==> config.mk <==
export PLATFORM = sky130hd
export DESIGN_NAME = serial_adder_ctrl_flat
export DESIGN_NICKNAME = d
export VERILOG_FILES = /design/src/rtl/serial_adder_ctrl_pkg.sv /design/src/rtl/serial_adder_ctrl_if.sv /design/src/rtl/serial_adder_ctrl_slice.sv /design/src/rtl/serial_adder_ctrl.sv /design/src/flat_wrapper.sv
export SDC_FILE = /design/constraint.sdc
export NUM_CORES = 1
export LEC_CHECK = 0
export ABC_CLOCK_PERIOD_IN_PS = 7100
export CAP_MARGIN = 20
export CORE_MARGIN = 1
export CORE_UTILIZATION = 53
export DETAILED_ROUTE_END_ITERATION = 8
export PLACE_DENSITY = 0.91
export SLEW_MARGIN = 20
export SYNTH_ARGS = -nofsm -noshare
export SYNTH_HDL_FRONTEND = slang
export SYNTH_SLANG_ARGS = --single-unit
==> constraint.sdc <==
create_clock -name clk -period 7.1 [get_ports clk]
set_clock_uncertainty 0.15 [all_clocks]
set_input_delay 0.71 -clock clk [delete_from_list [all_inputs] [get_ports clk]]
set_output_delay 0.71 -clock clk [all_outputs]
set_load 0.02 [all_outputs]
==> src/rtl/serial_adder_ctrl_pkg.sv <==
// Shared constants and types for the nibble-serial adder controller.
package serial_adder_ctrl_pkg;

  localparam int unsigned NIB = 4;

  typedef enum logic [1:0] {
    StIdle = 2'd0,
    StRun  = 2'd1,
    StDone = 2'd2
  } state_e;

endpackage

==> src/rtl/serial_adder_ctrl_if.sv <==
// Requester-side handshake and operand/result bundle for serial_adder_ctrl.
interface serial_adder_ctrl_if #(
  parameter int unsigned WIDTH = 16
) ();

  logic             start;
  logic [WIDTH-1:0] a;
  logic [WIDTH-1:0] b;
  logic             cin;
  logic             ready;
  logic             busy;
  logic             done;
  logic [WIDTH-1:0] sum;
  logic             cout;

  modport master (
    output start, a, b, cin,
    input  ready, busy, done, sum, cout
  );

  modport slave (
    input  start, a, b, cin,
    output ready, busy, done, sum, cout
  );

endinterface

==> src/rtl/serial_adder_ctrl_slice.sv <==
// 4-bit combinational ripple-carry slice built from 1-bit full adders.
module nibble_adder_slice
  import serial_adder_ctrl_pkg::*;
(
  input  logic [NIB-1:0] x,
  input  logic [NIB-1:0] y,
  input  logic           ci,
  output logic [NIB-1:0] s,
  output logic           co
);

  logic [NIB:0] c;

  assign c[0] = ci;

  for (genvar gi = 0; gi < NIB; gi++) begin : g_fa
    assign s[gi]   = x[gi] ^ y[gi] ^ c[gi];
    assign c[gi+1] = (x[gi] & y[gi]) | (c[gi] & (x[gi] ^ y[gi]));
  end

  assign co = c[NIB];

endmodule

==> src/rtl/serial_adder_ctrl.sv <==
// Wide adder that reuses one 4-bit slice over WIDTH/4 passes, LSB nibble first.
module serial_adder_ctrl
  import serial_adder_ctrl_pkg::*;
#(
  parameter int unsigned WIDTH = 16
) (
  input  logic                clk,
  input  logic                rst,
  serial_adder_ctrl_if.slave  bus
);

  localparam int unsigned NIBBLES = WIDTH / NIB;
  localparam int unsigned IdxW    = $clog2(NIBBLES);
  localparam logic [IdxW-1:0] LastIdx = IdxW'(NIBBLES - 1);

  state_e           state_q, state_d;
  logic [IdxW-1:0]  idx_q, idx_d;
  logic             carry_q, carry_d;
  logic [WIDTH-1:0] a_q, a_d;
  logic [WIDTH-1:0] b_q, b_d;
  logic [WIDTH-1:0] sum_q, sum_d;
  logic             cout_q, cout_d;

  logic [NIB-1:0]   x_nib, y_nib, s_nib;
  logic             co_nib;

  assign x_nib = a_q[idx_q*NIB +: NIB];
  assign y_nib = b_q[idx_q*NIB +: NIB];

  nibble_adder_slice u_slice (
    .x  (x_nib),
    .y  (y_nib),
    .ci (carry_q),
    .s  (s_nib),
    .co (co_nib)
  );

  // State register
  always_ff @(posedge clk or posedge rst) begin
    if (rst) begin
      state_q <= StIdle;
    end else begin
      state_q <= state_d;
    end
  end

  // Next-state logic
  always_comb begin
    state_d = state_q;
    unique case (state_q)
      StIdle:  if (bus.start) state_d = StRun;
      StRun:   if (idx_q == LastIdx) state_d = StDone;
      StDone:  state_d = StIdle;
      default: state_d = StIdle;
    endcase
  end

  // Datapath next-state: operands only load on the accepting edge
  always_comb begin
    idx_d   = idx_q;
    carry_d = carry_q;
    a_d     = a_q;
    b_d     = b_q;
    sum_d   = sum_q;
    cout_d  = cout_q;
    unique case (state_q)
      StIdle: begin
        if (bus.start) begin
          a_d     = bus.a;
          b_d     = bus.b;
          carry_d = bus.cin;
          idx_d   = '0;
          sum_d   = '0;
        end
      end
      StRun: begin
        sum_d[idx_q*NIB +: NIB] = s_nib;
        carry_d = co_nib;
        idx_d   = idx_q + 1'b1;
        if (idx_q == LastIdx) cout_d = co_nib;
      end
      default: ;
    endcase
  end

  always_ff @(posedge clk or posedge rst) begin
    if (rst) begin
      idx_q   <= '0;
      carry_q <= 1'b0;
      a_q     <= '0;
      b_q     <= '0;
      sum_q   <= '0;
      cout_q  <= 1'b0;
    end else begin
      idx_q   <= idx_d;
      carry_q <= carry_d;
      a_q     <= a_d;
      b_q     <= b_d;
      sum_q   <= sum_d;
      cout_q  <= cout_d;
    end
  end

  // Outputs decoded from registers only
  always_comb begin
    bus.ready = (state_q == StIdle);
    bus.busy  = (state_q == StRun);
    bus.done  = (state_q == StDone);
    bus.sum   = sum_q;
    bus.cout  = cout_q;
  end

endmodule

==> src/flat_wrapper.sv <==
// flat-port wrapper written by rule: the top's interface ports become plain ports
module serial_adder_ctrl_flat import serial_adder_ctrl_pkg::*;
#(
  parameter int unsigned WIDTH = 16
)
  (clk, rst, bus_start, bus_a, bus_b, bus_cin, bus_ready, bus_busy, bus_done, bus_sum, bus_cout);
  serial_adder_ctrl_if #(.WIDTH(WIDTH)) bus_i ();
  input  logic clk;
  input  logic rst;
  input wire logic [$bits(bus_i.start)-1:0] bus_start;
  input wire logic [$bits(bus_i.a)-1:0] bus_a;
  input wire logic [$bits(bus_i.b)-1:0] bus_b;
  input wire logic [$bits(bus_i.cin)-1:0] bus_cin;
  output wire logic [$bits(bus_i.ready)-1:0] bus_ready;
  output wire logic [$bits(bus_i.busy)-1:0] bus_busy;
  output wire logic [$bits(bus_i.done)-1:0] bus_done;
  output wire logic [$bits(bus_i.sum)-1:0] bus_sum;
  output wire logic [$bits(bus_i.cout)-1:0] bus_cout;
  assign bus_i.start = bus_start;
  assign bus_i.a = bus_a;
  assign bus_i.b = bus_b;
  assign bus_i.cin = bus_cin;
  assign bus_ready = bus_i.ready;
  assign bus_busy = bus_i.busy;
  assign bus_done = bus_i.done;
  assign bus_sum = bus_i.sum;
  assign bus_cout = bus_i.cout;
  serial_adder_ctrl #(.WIDTH(WIDTH)) u_core (.clk(clk), .rst(rst), .bus(bus_i));
endmodule
==> results of run 1 <==
==> synth_stat cells <==
library cell,count
and4bb_2,1
nor4_1,1
or3_1,1
ha_1,4
o21ai_0,1
fa_1,4
nand2b_1,1
nand2_1,6
dfrtp_1,54
nand2b_4,1
and2_1,1
nor3_1,1
mux2_4,8
mux2_2,23
or4_1,1
a21o_1,4
and3_1,2
o2bb2ai_1,8
a221o_1,1
o22ai_1,1
nor2_1,2
mux2_1,2
o31ai_1,1
inv_2,1
nand3b_1,1
nor3b_4,1
buf_6,5
a22o_1,8
nand3_1,2
buf_4,1
and3b_1,1
inv_1,11
buf_2,1
mux4_2,8
nor2b_1,1
==> worst max-delay path by stage <==
stage / startpoint / endpoint / slack, ns
finish: u_core.idx_q[0] / u_core.bus.sum[7] / 3.76
CTS: u_core.idx_q[0] / u_core.bus.sum[7] / 3.74
global placement: u_core.idx_q[0] / u_core.bus.sum[3] / 3.89
global route: u_core.idx_q[0] / u_core.bus.sum[7] / 3.59
detailed placement: u_core.idx_q[0] / u_core.bus.sum[7] / 3.76
floorplan: u_core.idx_q[0] / u_core.bus.sum[3] / 4.13
==> worst max-delay path: cells and delay by family, from the launching register on <==
kind	cells	cell delay, ns
buf+inv	4	0.27
fa+ha+maj	4	1.20
flops	1	0.78
compound gates	1	0.24
mux	1	0.59
==> through the flow <==
step | instances | area, um^2 | setup slack, ns
after floorplan | 170 | 2530 | 4.13
after detailed placement | 271 | 3090 | 3.76
after CTS | 279 | 3180 | 3.74
after global placement | 271 | 3090 | 3.89
after global routing | 279 | 3180 | 3.59
final | 279 | 3180 | 3.76
==> routing by layer <==
layer | routed length (um) | up-vias
li1 | - | 725
met1 | 2100 | 797
met2 | 2400 | 41
met3 | 146 | 6
met4 | 55 | 0
met5 | 0 | -
==> area by class of cell <==
class,instances,share of cell area [%]
Tap cell,52,2.05
Timing Repair Buffer,56,17.5
Inverter,12,1.46
Sequential cell,54,42.5
Clock buffer,7,2.71
Clock inverter,1,0.157
Multi-Input combinational cell,97,33.6
==> report_power, final <==
| part | total, mW | internal (mW) | switching, mW | leakage (nW) |
|---|---|---|---|---|
| Sequential | 0.574 | 0.452 | 0.122 | 0.670 |
| Combinational | 0.812 | 0.432 | 0.380 | 0.659 |
| Clock | 0.172 | 0.0788 | 0.0931 | 0.0482 |
| Total | 1.56 | 0.963 | 0.595 | 1.38 |
==> flip-flops by register name (all words and copies together), names as in the netlist <==
name and cells:
u_core.a_q 16, u_core.b_q 16, u_core.bus.sum 16, u_core.idx_q 2, u_core.state_q 2, u_core.bus.cout 1, u_core.carry_q 1
==> cell families (layout without fill, tap and decap cells) <==
kind of cell / Yosys count / in the layout / share of synthesized area [%]
muxes: 41 / 41 / 23.0
adders and majority gates: 8 / 8 / 5.14
DFF: 54 / 54 / 53.3
and+or+nand+nor: 24 / 24 / 6.22
AOI/OAI and AO/OA: 24 / 24 / 7.85
buffers and inverters: 19 / 76 / 4.49
==> flow_metrics.env, run 1 <==
export IMPL_status="finished with violations"
export IMPL_violations="DRC"
export IMPL_avgSynthCellArea_um2=14.9
export IMPL_endpoint_kind="flop"
export IMPL_setup_violations_final=0
export IMPL_cts_resized=0
export IMPL_period_share_pct=47.0
export IMPL_grt_max_degree=55
export IMPL_core_area_um2=4470
export IMPL_root_buffer="clkbuf_8"
export IMPL_r2r_start="u_core.idx_q[0]"
export IMPL_max_cap_violations=0
export IMPL_ant_nets=0
export IMPL_power_density_nw_per_um2=490
export IMPL_hold_start="u_core.bus.sum[12]"
export IMPL_overflow=0
export IMPL_synth_top_cell_by_area="dfrtp_1"
export IMPL_yosys_warnings=0
export IMPL_finalSetupTns_ns=0
export IMPL_worst_setup_path_type="flop to flop"
export IMPL_drt_iter0_drc=145
export IMPL_crit_path_max_fanout=16
export IMPL_grt_busiest_layer="met2"
export IMPL_totalWireLength_mm=4.70
export IMPL_clkLatencyLatePin_ns=0.30
export IMPL_min_period_ns=3.34
export IMPL_crit_chain="mux4_2, inv_1, fa_1, inv_1, fa_1, inv_1, fa_1, inv_1, fa_1, a22o_1"
export IMPL_max_freq_mhz=300
export IMPL_antennaDiodeCount=0
export IMPL_port_buffers=55
export IMPL_rrSetupSlack_ns=3.76
export IMPL_dieWidth_um=71.1
export IMPL_dieArea_um2=5060
export IMPL_crit_slowest_cell="dfrtp_1"
export IMPL_r2r_end="u_core.bus.sum[7]"
export IMPL_report_power_total_mw=1.56
export IMPL_firstDrtPassIters=6
export IMPL_die_h_um=71.1
export IMPL_cp_data_arrival_time_ns=3.39
export IMPL_ys_seq_area_share_pct=53.3
export IMPL_grt_use_total_pct=21.0
export IMPL_antenna_found_initial=0
export IMPL_drive_gt1_share_pct=22.9
export IMPL_hold_buffers=0
export IMPL_final_nets=270
export IMPL_core_rowCount=24
export IMPL_use_met3_pct=4.27
export IMPL_routedWlPerCell_um=16.8
export IMPL_pin_count=56
export IMPL_grt_pass1_wl_mm=8.00
export IMPL_synth_nets=214
export IMPL_area_growth_pct=25.5
export IMPL_crit_path_start_kind="flop"
export IMPL_slowest_delay_ns=0.78
export IMPL_ir_drop_v=0.000223
export IMPL_reg2regPathDepth=10
export IMPL_slew_headroom_pct=40.9
export IMPL_place_gp_congestion=0.847
export IMPL_min_path_type="flop to flop"
export IMPL_synth_area_leaders="dfrtp_1 (53%), mux2_2 (10%), mux4_2 (7.1%), mux2_4 (4.7%), fa_1 (3.2%)"
export IMPL_timing_final_max_slew_violations=0
export IMPL_clkTransAtPathRegs_ns=0.09
export IMPL_hold_viol_final=0
export IMPL_nFillCells=307
export IMPL_rsz0062_at_grt="false"
export IMPL_cts_tree="yes"
export IMPL_final_util_pct=71.1
export IMPL_leakagePower_nw=1.38
export IMPL_syn_area_um2=2530
export IMPL_cp_required_ns=7.15
export IMPL_worstMarginPinSlew_ns=0.885
export IMPL_seq_area_um2=1350
export IMPL_num_vias=1569
export IMPL_avgViaCountPerCell=5.62
export IMPL_use_met2_pct=36.2
export IMPL_holdPathEnd="u_core.bus.sum[12]"
export IMPL_start_util_pct=56.6
export IMPL_ys_seq_elements=54
export IMPL_cts_buffers_inserted=5
export IMPL_synthCells=170
export IMPL_cts_sinks=54
export IMPL_grt_use_met1_pct=27.0
export IMPL_final_common_cell="clkdlybuf4s50_1"
export IMPL_holdWs_ns=0.353
export IMPL_hpwl_mm=3.58
export IMPL_final_cell_mix="clkdlybuf4s50_1 (55), dfrtp_1 (54), mux2_2 (23), inv_1 (10)"
export IMPL_min_path_cells=1
export IMPL_synth_distinct_cells=35
export IMPL_cts_htree_levels=2
export IMPL_synth_top_area_share_pct=53.3
export IMPL_grt_pass1_vias=1679
export IMPL_multiInputGateArea_um2=1070
export IMPL_cts_setup_buffers=0
export IMPL_clock_path_buffers=2
export IMPL_drc=4
(Power assumes the default switching activity.)
==> run 2, diff against run 1 <==
--- a/config.mk
+++ b/config.mk
@@ -5,12 +5,12 @@
 export SDC_FILE = /design/constraint.sdc
 export NUM_CORES = 1
 export LEC_CHECK = 0
-export ABC_CLOCK_PERIOD_IN_PS = 7100
+export ABC_CLOCK_PERIOD_IN_PS = 3300
 export CAP_MARGIN = 20
 export CORE_MARGIN = 1
-export CORE_UTILIZATION = 53
+export CORE_UTILIZATION = 50
 export DETAILED_ROUTE_END_ITERATION = 8
-export PLACE_DENSITY = 0.91
+export PLACE_DENSITY = 0.87
 export SLEW_MARGIN = 20
 export SYNTH_ARGS = -nofsm -noshare
 export SYNTH_HDL_FRONTEND = slang
==> constraint.sdc (replaced) <==
create_clock -name clk -period 3.3 [get_ports clk]
set_clock_uncertainty 0.15 [all_clocks]
set_input_delay 0.33 -clock clk [delete_from_list [all_inputs] [get_ports clk]]
set_output_delay 0.33 -clock clk [all_outputs]
set_load 0.02 [all_outputs]
==> run 2 against run 1 <==
The flow now finishes without violations. Die area grew 5.8%. Setup slack lost 3.5 ns. Clock power grew 95%. First-iteration DRC count shrank 54%. Critical path depth is the same. Power grew 110%. Via count grew 0.57%. Combinational power grew 120%. Sequential share of layout area shrank 0.25 points. Worst hold slack lost 0.014 ns. Global-route usage shrank 0.99 points.
==> flow_metrics.env, run 2 (synthesis results as in run 1) <==
export IMPL_final_nets=272
export IMPL_period_share_pct=91.8
export IMPL_min_period_ns=3.03
export IMPL_cts_htree_levels=2
export IMPL_crit_path_start_kind="flop"
export IMPL_clkTransAtPathRegs_ns=0.09
export IMPL_clkLatencyLatePin_ns=0.30
export IMPL_hold_buffers=0
export IMPL_ir_drop_v=0.000422
export IMPL_dieWidth_um=73.2
export IMPL_clock_path_buffers=2
export IMPL_setup_violations_final=0
export IMPL_finalSetupTns_ns=0
export IMPL_drt_iter0_drc=66
export IMPL_overflow=0
export IMPL_area_growth_pct=26.3
export IMPL_avgViaCountPerCell=5.35
export IMPL_cp_required_ns=3.35
export IMPL_firstDrtPassIters=4
export IMPL_max_cap_violations=0
export IMPL_ant_nets=0
export IMPL_worst_setup_path_type="flop to flop"
export IMPL_port_buffers=55
export IMPL_power_density_nw_per_um2=1040
export IMPL_final_cell_mix="clkdlybuf4s50_1 (55), dfrtp_1 (54), mux2_2 (23), inv_1 (10)"
export IMPL_dieArea_um2=5360
export IMPL_num_vias=1578
export IMPL_crit_path_max_fanout=8
export IMPL_drive_gt1_share_pct=22.8
export IMPL_place_gp_congestion=0.842
export IMPL_cts_sinks=54
export IMPL_max_freq_mhz=330
export IMPL_hpwl_mm=3.39
export IMPL_pin_count=56
export IMPL_endpoint_kind="flop"
export IMPL_status="finished, final reports clean"
export IMPL_hold_viol_final=0
export IMPL_rsz0062_at_grt="false"
export IMPL_start_util_pct=52.9
export IMPL_r2r_end="u_core.bus.sum[3]"
export IMPL_grt_pass1_wl_mm=7.82
export IMPL_r2r_start="u_core.idx_q[1]"
export IMPL_cts_resized=0
export IMPL_cp_data_arrival_time_ns=3.08
export IMPL_core_rowCount=25
export IMPL_root_buffer="clkbuf_8"
export IMPL_instances_no_fill=295
export IMPL_crit_family="adder cells"
export IMPL_final_common_cell="clkdlybuf4s50_1"
export IMPL_grt_max_degree=55
export IMPL_core_area_um2=4790
export IMPL_cts_tree="yes"
export IMPL_crit_chain="mux4_2, inv_1, fa_1, inv_1, fa_1, inv_1, fa_1, inv_1, fa_1, a22o_1"
export IMPL_totalWireLength_mm=4.45
export IMPL_timing_final_max_slew_violations=0
export IMPL_routedWlPerCell_um=15.1
export IMPL_cts_setup_buffers=0
export IMPL_slowest_delay_ns=0.56
export IMPL_worstMarginPinSlew_ns=0.864
export IMPL_grt_use_total_pct=20.0
export IMPL_drc=0
export IMPL_min_path_type="primary input to asynchronous set/reset pin"
export IMPL_leakagePower_nw=1.38
export IMPL_worstPathBufferInverterCount=4
export IMPL_antenna_found_initial=0
export IMPL_cts_buffers_inserted=5
export IMPL_reg2regPathDepth=10
export IMPL_grt_pass1_vias=1677
export IMPL_crit_slowest_cell="dfrtp_1"
export IMPL_antennaDiodeCount=0
export IMPL_slew_headroom_pct=42.4
export IMPL_holdWs_ns=0.339
export IMPL_rrSetupSlack_ns=0.27
export IMPL_die_h_um=73.2
export IMPL_place_inst=288
[run 2: how the worst max path moves through the flow]
stage | end | depth (start not counted) | slack, ns | from
3_3_place_gp | u_core.bus.sum[3] | 10 | 0.37 | u_core.idx_q[1]
4_1_cts | u_core.bus.sum[3] | 10 | 0.26 | u_core.idx_q[1]
2_1_floorplan | u_core.bus.sum[3] | 11 | 0.33 | u_core.idx_q[0]
3_5_place_dp | u_core.bus.sum[3] | 10 | 0.29 | u_core.idx_q[1]
5_1_grt | u_core.bus.sum[3] | 10 | 0.13 | u_core.idx_q[1]
6_report | u_core.bus.sum[3] | 10 | 0.27 | u_core.idx_q[1]
[run 2: cell type report]
class                      instances  area (um^2)
fill                             367         1590
timing repair buffer              58          573
clock buffer                       7         76.3
sequential                        54         1350
tap                               67         83.8
multi-input combinational         97         1070
inverter                          12         46.3
[run 2: worst reg2reg max path: cells and delay by family (launching register included)]
kind,cells,cell delay [ns]
adder cells (fa/ha/maj),4,1.17
flip-flops,1,0.56
multiplexers,1,0.56
buffers and inverters,4,0.25
AO/OA/AOI/OAI,1,0.23
[run 2: routing by layer]
metal,global-route usage [%],wire length (um),vias up,part of all wire (%)
met1,26.2,1970,788,44
met4,7.84,73,0,1.6
met2,32.6,2200,51,50
met3,4.28,199,4,4.5
met5,0,0,-,0
li1,-,-,735,-
[run 2: power by group]
group	leakage, nW	switching, mW	internal (mW)
clock network	0.0383	0.190	0.146
logic	0.669	0.845	0.942
registers	0.670	0.216	0.973
total	1.38	1.25	2.06
[run 2: stage by stage]
step           utilization, %  setup WS, ns  instance area (um^2)  total power [mW]
4_1_cts                  66.8         0.264                  3200              3.33
5_1_grt                  66.8         0.128                  3200              3.58
3_3_place_gp             65.2         0.368                  3120              2.94
6_report                 66.8         0.269                  3200              3.31
3_5_place_dp             65.2         0.289                  3120              3.00
2_1_floorplan               -         0.331                  2530              2.48
==> run 3, diff against run 2 <==
--- a/config.mk
+++ b/config.mk
@@ -10,7 +10,7 @@
 export CORE_MARGIN = 1
 export CORE_UTILIZATION = 50
 export DETAILED_ROUTE_END_ITERATION = 8
-export PLACE_DENSITY = 0.87
+export PLACE_DENSITY = 0.79
 export SLEW_MARGIN = 20
 export SYNTH_ARGS = -nofsm -noshare
 export SYNTH_HDL_FRONTEND = slang
==> run 3 against run 2 <==
Clock power is 9.8% higher. Sequential power hardly changed. Non-clock buffer count is 2 higher. Design area is 0.90% higher. Critical endpoint unchanged. Critical path type unchanged. Setup slack better by 0.14 ns. Critical path depth stayed put.
==> flow_metrics.env, run 3 (synthesis results as in run 1) <==
export IMPL_status="finished, final reports clean"
export IMPL_cts_resized=0
export IMPL_max_freq_mhz=346
export IMPL_core_area_um2=4790
export IMPL_period_share_pct=87.6
export IMPL_finalSetupTns_ns=0
export IMPL_routedWlPerCell_um=16.2
export IMPL_cp_required_ns=3.34
export IMPL_power_density_nw_per_um2=1050
export IMPL_hold_start="u_core.bus.sum[0]"
export IMPL_core_rowCount=25
export IMPL_cts_setup_buffers=0
export IMPL_min_path_type="flop to flop"
export IMPL_final_common_cell="clkdlybuf4s50_1"
export IMPL_start_util_pct=52.9
export IMPL_clock_path_buffers=2
export IMPL_setup_ws_ns=0.408
export IMPL_grt_max_degree=55
export IMPL_worst_setup_path_type="flop to flop"
export IMPL_rsz0062_at_grt="false"
export IMPL_hold_viol_final=0
export IMPL_area_growth_pct=27.4
export IMPL_avgViaCountPerCell=5.29
export IMPL_pin_count=56
export IMPL_cts_tree="yes"
export IMPL_cts_buffers_inserted=5
export IMPL_setup_violations_final=0
export IMPL_min_period_ns=2.89
export IMPL_firstDrtPassIters=4
export IMPL_endpoint_kind="flop"
export IMPL_overflow=0
export IMPL_leakagePower_nw=1.40
export IMPL_hpwl_mm=3.53
export IMPL_cts_sinks=54
export IMPL_clkLatencyLatePin_ns=0.30
export IMPL_num_vias=1575
export IMPL_drc=0
export IMPL_drive_gt1_share_pct=24.2
export IMPL_totalWireLength_mm=4.82
export IMPL_antenna_found_initial=0
export IMPL_holdPathEnd="u_core.bus.sum[0]"
export IMPL_clkTransAtPathRegs_ns=0.09
export IMPL_rrSetupSlack_ns=0.41
export IMPL_max_cap_violations=0
export IMPL_report_power_total_mw=3.40
export IMPL_die_h_um=73.2
export IMPL_placed_area_um2=3140
export IMPL_dieArea_um2=5360
export IMPL_slew_headroom_pct=54.8
export IMPL_place_gp_congestion=0.769
export IMPL_r2r_end="u_core.bus.sum[3]"
export IMPL_timing_final_max_slew_violations=0
export IMPL_min_path_cells=1
export IMPL_antennaDiodeCount=0
export IMPL_final_cell_mix="clkdlybuf4s50_1 (55), dfrtp_1 (54), mux2_2 (23), inv_1 (10)"
export IMPL_r2r_start="u_core.idx_q[1]"
export IMPL_nFillCells=351
export IMPL_cp_data_arrival_time_ns=2.94
export IMPL_crit_path_start_kind="flop"
export IMPL_hold_buffers=0
export IMPL_reg2regPathDepth=10
export IMPL_port_buffers=55
export IMPL_dieWidth_um=73.2
export IMPL_drt_iter0_drc=147
export IMPL_final_nets=274
export IMPL_post_place_ws_ns=0.416
export IMPL_crit_path_max_fanout=5
export IMPL_ir_drop_v=0.000473
export IMPL_ant_nets=0
export IMPL_postLayoutCellArea_um2=3230
export IMPL_grt_pass1_wl_mm=8.16
export IMPL_holdWs_ns=0.348
export IMPL_grt_pass1_vias=1620
export IMPL_grt_use_total_pct=20.8
export IMPL_worstMarginPinSlew_ns=0.678
export IMPL_root_buffer="clkbuf_8"
export IMPL_cts_htree_levels=2
[run 3: cell types whose count changed in the layout (fill, tap and decap cells not counted)]
cell,change
buf_4,+2
clkbuf_1,-1
clkbuf_8,+1
inv_2,+1
[run 3: worst max path at each step]
stage,startpoint,to,slack [ns],cells past startpoint
after floorplan,u_core.idx_q[0],u_core.bus.sum[3],0.33,11
after global placement,u_core.idx_q[1],u_core.bus.sum[7],0.46,10
after detailed placement,u_core.idx_q[1],u_core.bus.sum[7],0.42,10
after CTS,u_core.idx_q[1],u_core.bus.sum[3],0.40,10
after global routing,u_core.idx_q[1],u_core.bus.sum[11],0.24,10
final,u_core.idx_q[1],u_core.bus.sum[3],0.41,10
[run 3: layout make-up]
type,instances,area [um^2],area share (%)
tap,67,83.8,2.60
timing repair buffer,60,588,18.2
sequential,54,1350,41.9
multi-input combinational,97,1070,33.1
clock inverter,1,5.00,0.155
inverter,12,45.0,1.40
clock buffer,7,86.3,2.67
[run 3: worst max-delay path: stages (launching register included)]
cell and delay [ns]:
dfrtp_1 0.47, mux4_2 0.52, inv_1 0.08, fa_1 0.16, inv_1 0.05, fa_1 0.34
inv_1 0.08, fa_1 0.15, inv_1 0.05, fa_1 0.51, a22o_1 0.23
[run 3: layer usage]
metal,track usage (%),wire (um)
met1,28.1,2160
met2,34.1,2380
met3,4.56,214
met4,5.88,57
met5,0,0
[run 3: through the flow]
| step | util (%) | instances |
|---|---|---|
| after floorplan | - | 170 |
| after detailed placement | 65.5 | 290 |
| final | 67.5 | 298 |
| after global placement | 65.5 | 290 |
| after CTS | 67.5 | 298 |
| after global routing | 67.5 | 298 |
[run 3: report_power, final]
group / switching [mW] / internal, mW
combinational: 0.887 / 0.956
clock: 0.200 / 0.170
sequential: 0.215 / 0.973
